--- src/rtl/shift_pkg.sv ---
// Shared definitions for the iterative shift unit: operation codes and FSM states.
package shift_pkg;

  localparam logic [1:0] MODE_LSL = 2'b00;
  localparam logic [1:0] MODE_LSR = 2'b01;
  localparam logic [1:0] MODE_ASR = 2'b10;
  localparam logic [1:0] MODE_ROR = 2'b11;

  typedef enum logic [1:0] {
    ST_IDLE  = 2'd0,
    ST_SHIFT = 2'd1,
    ST_DONE  = 2'd2
  } state_t;

endpackage

--- src/rtl/shift_step.sv ---
// Single-position shifter: moves the operand by exactly one bit per the mode.
module shift_step
  import shift_pkg::*;
#(
  parameter int WIDTH = 8
) (
  input  logic [WIDTH-1:0] i_val,
  input  logic [1:0]       i_mode,
  output logic [WIDTH-1:0] o_val
);

  // One-bit move; the fill bit is what distinguishes the four modes.
  always_comb begin
    o_val = i_val;
    case (i_mode)
      MODE_LSL: o_val = {i_val[WIDTH-2:0], 1'b0};
      MODE_LSR: o_val = {1'b0, i_val[WIDTH-1:1]};
      MODE_ASR: o_val = {i_val[WIDTH-1], i_val[WIDTH-1:1]};
      MODE_ROR: o_val = {i_val[0], i_val[WIDTH-1:1]};
    endcase
  end

endmodule

--- src/rtl/iterative_shift_unit.sv ---
// Multi-cycle shift/rotate unit: one bit position per clock, start/busy/done handshake.
//
// state    | meaning
// ---------+-----------------------------------------------------------
// ST_IDLE  | waiting for start
// ST_SHIFT | busy; stepping the working register until the count is 0
// ST_DONE  | done pulse, Y just updated; a new start is accepted here
module iterative_shift_unit
  import shift_pkg::*;
#(
  parameter int WIDTH   = 8,
  parameter int SHAMT_W = 3
) (
  input  logic               clk,
  input  logic               rst_n,
  input  logic               start,
  input  logic [WIDTH-1:0]   A,
  input  logic [SHAMT_W-1:0] shamt,
  input  logic [1:0]         mode,
  output logic               busy,
  output logic               done,
  output logic [WIDTH-1:0]   Y
);

  state_t             r_state;
  state_t             w_next_state;
  logic [WIDTH-1:0]   r_shift;
  logic [SHAMT_W-1:0] r_cnt;
  logic [1:0]         r_mode;
  logic [WIDTH-1:0]   r_y;
  logic [WIDTH-1:0]   w_step;
  logic               w_accept;
  logic               w_cnt_zero;

  shift_step #(.WIDTH(WIDTH)) u_step (
    .i_val  (r_shift),
    .i_mode (r_mode),
    .o_val  (w_step)
  );

  assign w_cnt_zero = (r_cnt == '0);
  assign Y          = r_y;

  // State register.
  always_ff @(posedge clk) begin
    if (!rst_n) r_state <= ST_IDLE;
    else        r_state <= w_next_state;
  end

  // Next state and handshake outputs; DONE accepts start so operations can run back to back.
  always_comb begin
    w_next_state = r_state;
    w_accept     = 1'b0;
    busy         = 1'b0;
    done         = 1'b0;
    case (r_state)
      ST_IDLE: begin
        w_accept = start;
        if (start) w_next_state = ST_SHIFT;
      end
      ST_SHIFT: begin
        busy = 1'b1;
        if (w_cnt_zero) w_next_state = ST_DONE;
      end
      ST_DONE: begin
        done     = 1'b1;
        w_accept = start;
        w_next_state = start ? ST_SHIFT : ST_IDLE;
      end
      default: w_next_state = ST_IDLE;
    endcase
  end

  // Datapath: capture on accept, step while counting, publish the result as the count expires.
  always_ff @(posedge clk) begin
    if (!rst_n) begin
      r_shift <= '0;
      r_cnt   <= '0;
      r_mode  <= MODE_LSL;
      r_y     <= '0;
    end else begin
      if (w_accept) begin
        r_shift <= A;
        r_cnt   <= shamt;
        r_mode  <= mode;
      end else if (r_state == ST_SHIFT && !w_cnt_zero) begin
        r_shift <= w_step;
        r_cnt   <= r_cnt - SHAMT_W'(1);
      end
      if (r_state == ST_SHIFT && w_cnt_zero) r_y <= r_shift;
    end
  end

endmodule

--- config.mk ---
export PLATFORM = sky130hd
export DESIGN_NAME = iterative_shift_unit
export DESIGN_NICKNAME = d
export VERILOG_FILES = /design/src/rtl/shift_pkg.sv /design/src/rtl/shift_step.sv /design/src/rtl/iterative_shift_unit.sv
export SDC_FILE = /design/constraint.sdc
export NUM_CORES = 1
export LEC_CHECK = 0
export ABC_AREA = 1
export CAP_MARGIN = 15
export CORE_MARGIN = 4
export CORE_UTILIZATION = 43
export DETAILED_ROUTE_END_ITERATION = 8
export MAX_ROUTING_LAYER = met4
export PLACE_DENSITY = 0.69
export SLEW_MARGIN = 0
export SYNTH_ARGS = -nofsm -noshare
export SYNTH_HDL_FRONTEND = slang
export SYNTH_HIERARCHICAL = 1
export SYNTH_SLANG_ARGS = --single-unit
--- constraint.sdc ---
create_clock -name clk -period 1.2 [get_ports clk]
set_input_delay 0.12 -clock clk [delete_from_list [all_inputs] [get_ports clk]]
set_output_delay 0.12 -clock clk [all_outputs]
set_load 0.01 [all_outputs]
======== After elaboration in Yosys (flattened, before gate mapping) ========
Cells that the tools add are included.
storage, ports and cells
  bits in registers ....................... 23
  bits of input ports ..................... 16
  output and inout bits ................... 10
operators by class
  $add $sub $neg .......................... 1
  eq/ne operators ......................... 8
  mux-type cells .......................... 12
  reduce and logical (&&, ||, !) cells .... 10
operators by type and width
  operator                                                             count
  8-bit one-hot mux with 4 select lines                                1
  8-bit 2-to-1 mux                                                     2
  2-bit == test (second input constant)                                3
  3-bit 2-to-1 mux                                                     2
  2-bit inequality test (second input constant)                        3
  2-bit one-hot mux with 3 select lines                                1
  2-bit by 1-bit == test with 1-bit output (second input constant)     2
  2-bit zero test                                                      2
  1-bit 2-to-1 mux                                                     4
  2-bit 2-to-1 mux                                                     2
  2-bit AND reduction                                                  2
  3-bit zero test                                                      1
  3-bit by 1-bit subtractor with 3-bit output (second input constant)  1
  1-bit logical AND                                                    2
  2-bit nonzero test                                                   1
  2-bit OR reduction                                                   1
  1-bit zero test                                                      1

======== Longest topological paths before layout ========
  depth in word-level cells ............... 5
  mapped depth ............................ 8
  gate-level depth less buffers ........... 8

======== Cells and area by module ========
Netlist, hierarchy kept.
by module, submodules not included
  module                times used  cells an instance  area an instance (µm²)
  iterative_shift_unit  1           169                1162.4
  shift_step            1           27                 121.4

======== Worst setup path before layout ========
No wires, ideal clock.
  path kind ............................... register to register
  start ................................... register r_cnt[0]
  end ..................................... register r_y[2] (netlist: Y[2])
  setup time .............................. 0.116 ns
  arrival ................................. 1.022 ns
  data required time ...................... 1.084 ns
  path slack .............................. 0.062 ns
  cell stages (with the launch flop) ...... 9
  cell sequence ........................... dfxtp_1 inv_1 ha_1 nand2_2 inv_1 nand2_4 inv_2 nor2_1 nor2_1
between the ends
  longest elaborated chain between the ends .. 2
ends and longest elaborated chain
  what                    line                        RTL
  from (decl)             iterative_shift_unit.sv:28  logic [SHAMT_W-1:0] r_cnt;
  from (signal assigned)  iterative_shift_unit.sv:84  r_cnt <= shamt;
  from (signal assigned)  iterative_shift_unit.sv:88  r_cnt <= r_cnt - SHAMT_W'(1);
  3-bit zero test         iterative_shift_unit.sv:41  assign w_cnt_zero = (r_cnt == '0);
  1-bit logical AND       iterative_shift_unit.sv:90  if (r_state == ST_SHIFT && w_cnt_zero) r_y <= r_shift;
  to (signal assigned)    iterative_shift_unit.sv:90
  to (decl)               iterative_shift_unit.sv:30  logic [WIDTH-1:0] r_y;
Every way passes these cells.
A chain may end at the register's enable or synchronous reset.

======== Final worst setup path ========
  start ................................... register r_cnt[1]
  end ..................................... register r_shift[4]
between the ends
  longest elaborated chain between the ends .. 4
ends and longest elaborated chain
  what                          line                        RTL
  3-bit zero test               iterative_shift_unit.sv:41
  1-bit zero test               iterative_shift_unit.sv:86  end else if (r_state == ST_SHIFT && !w_cnt_zero) begin
  1-bit logical AND             iterative_shift_unit.sv:86
  2-bit nonzero test (no line)  n/a
  to (signal assigned)          iterative_shift_unit.sv:87  r_shift <= w_step;
  to (decl)                     iterative_shift_unit.sv:27  logic [WIDTH-1:0] r_shift;
Every way passes these cells.

==> run_results.csv <==
group,metric,value,unit
outcome,status,"completed",
clock_network,clock-sinks,23,
setup_path,cp.required,1.43,ns
cells_and_area,finalNetCount,245,
synthesis,yosysUniqueCellTypes,19,
synthesis,synthCells,196,
setup_path,worstSetupEndpoint,"r_shift[4]",
drt,first_iter_violations,49,
timing,maxSlewViolCount,0,
setup_path,critPathLaunchType,"register",
power_and_ir_drop,leakagePower,0.819,nW
clock_network,cts.htree.levels,1,
timing,whs,0.400,ns
place,port_buffers,25,
timing,rsz0062_at_grt,"true",
setup_path,path_class,"reg2reg",
global_route,grt_remaining_overflow,0,
clock_network,clkLatencyLatePin,0.32,ns
global_route,grt_usage,16.1,%
synthesis,syn_nets,214,
clock_network,cts_tree,"done",
synthesis,synth-seq-area-share,35.9,%
flow_run,cap_violations,0,
die,die_y,62.6,um
clock_network,clkTransAtPathRegs,0.13,ns
drt,wire_per_inst,11.2,um
die,fp.dieW,62.6,um
timing,hold_violations,0,
die,pin_count,26,
drt,viasPerCell,4.87,
timing,tns,0,ns
clock_network,holdBufCountCts,0,
cells_and_area,layout_common_cells,"58 x nand2_1, 42 x nor2_1, 19 x dfxtp_1",
drt,drt_wl_total,2.89,mm
synthesis,ys_seq_elements,23,
synthesis,syn_avg_cell_area,6.55,um^2
setup_path,crit_path_start,"r_cnt[1]",
synthesis,synth_area,1280,um^2
global_route,grt_max_degree,25,
setup_path,arrival,1.41,ns
synthesis,synth.top_cell.area_share,35.9,%
global_route,grt_pass1_wl,5.08,mm
setup_path,r2r_start,"r_cnt[1]",
drt,firstDrtPassIters,4,
die,std_cell_rows,19,
clock_network,cts_buffers,3,
die,dieArea,3920,um^2
cells_and_area,mostFrequentLayoutCell,"nand2_1",
synthesis,synthTopCellsByArea,"dfxtp_1 36%, nand2_1 17%, nor2_1 13%",
setup_path,cp-end-kind,"register",
timing,worst_pin_slew,0.190,ns
cells_and_area,drive_gt1_share,16.4,%
timing,post-route-period-util,98.2,%
clock_network,cts.path.max_buffers,2,
timing,skew,0.00559,ns
power_and_ir_drop,vdd_drop_max,655,uV
drt,drc,0,
clock_network,root_buffer,"clkbuf_4",
timing,finalSetupViolCount,0,
place,place.gp.congestion,0.891,
setup_path,reg2regPathDepth,7,
setup_path,r2r_setup_slack,0.02,ns
die,start_util,45.8,%
power_and_ir_drop,power.density,1240,nW/um^2
synthesis,yosysWarningCount,6,
timing,period_minus_slack,1.18,ns
setup_path,reg2reg_to,"r_shift[4]",
place,dp_hpwl,2.08,mm
drt,ant_nets,0,
global_route,antenna_found_initial,0,
cells_and_area,fillCellCount,281,
global_route,grt_pass1_vias,1151,
drt,num_vias,1251,
setup_path,path_max_fanout,6,
hold_path,worstHoldPathType,"in2reg",
timing,slew_headroom,87.3,%
cells_and_area,insertedDiodeCount,0,
synthesis,synth_top_area_cell,"dfxtp_1",
timing,max_freq,0.849,GHz
die,core,2810,um^2
hold_path,holdCritStartpoint,"mode[1]",
cells_and_area,area_growth,27.3,%
## state kept, by name, summed over array words and instances, names as in the netlist
name and cells:
r_cnt 3, r_shift 8, r_mode 2, Y 8, r_state 2
## where the power goes
group	total, mW	switching (mW)	internal (mW)
logic	0.709	0.394	0.315
clock network	0.373	0.248	0.125
registers	0.936	0.0806	0.856
total	2.02	0.723	1.30
## how the worst min path moves through the flow
stage,endpoint,cells after the start
3_5_place_dp,Y[2],2
6_report,r_mode[1],3
4_1_cts,r_mode[1],3
5_1_grt,r_mode[1],3
3_3_place_gp,Y[2],2
2_1_floorplan,Y[0],2
## synthesized netlist by cell type
master and instances:
a21oi_4 1, buf_4 2, buf_6 4, clkbuf_2 2, dfxtp_1 23, ha_1 2
inv_1 17, inv_2 3, inv_4 1, nand2_1 58, nand2_2 1, nand2_4 2
nand2_8 1, nand3_1 15, nor2_1 44, nor2_2 2, nor2_4 1, nor2_8 1
o21ai_0 16
## routing by layer
layer	part of all wire, %	global-route usage (%)
met1	44	19.5
met2	50	26.2
met3	5.1	4.50
met4	0.86	4.68
met5	0	-
## critical path, stage by stage (launching register included)
cell and delay, ns:
dfxtp_1 0.34, inv_1 0.05, ha_2 0.19, nand2_4 0.11
a21oi_4 0.06, buf_4 0.16, nor2_1 0.13, nor2_2 0.04
## final cells by class
| cell class | count | area (um^2) | area share, % |
|---|---|---|---|
| clock inverters | 1 | 5.00 | 0.306 |
| clock buffers | 3 | 22.5 | 1.38 |
| well taps | 31 | 38.8 | 2.37 |
| multi-input cells | 145 | 693 | 42.4 |
| inverters | 21 | 91.3 | 5.59 |
| flip-flops and latches | 23 | 468 | 28.6 |
| repair buffers | 33 | 315 | 19.3 |
## repair_timing
item                       CTS  global route
cloned                       1             0
setup buffers                2             0
setup endpoints to repair   30            21
pin swaps                    3             3
resized for setup           20            17
## stage by stage
stage	power [mW]	setup slack (ns)	area [um^2]	util, %	instances
6_report	2.02	0.0218	1630	58.3	257
5_1_grt	2.17	-0.0262	1630	58.3	257
4_1_cts	2.01	-0.00763	1620	57.9	257
3_5_place_dp	1.63	-0.198	1570	56.1	250
3_3_place_gp	1.60	-0.133	1570	56.1	250
2_1_floorplan	1.41	0.0623	1280	-	196
## logic make-up after synthesis
logic type      synth area share [%]
buf+inv                         11.8
flops                           35.9
compound gates                  7.51
fa+ha+maj                       1.95
simple gates                    42.9
Power figures use the tool's default switching activity.
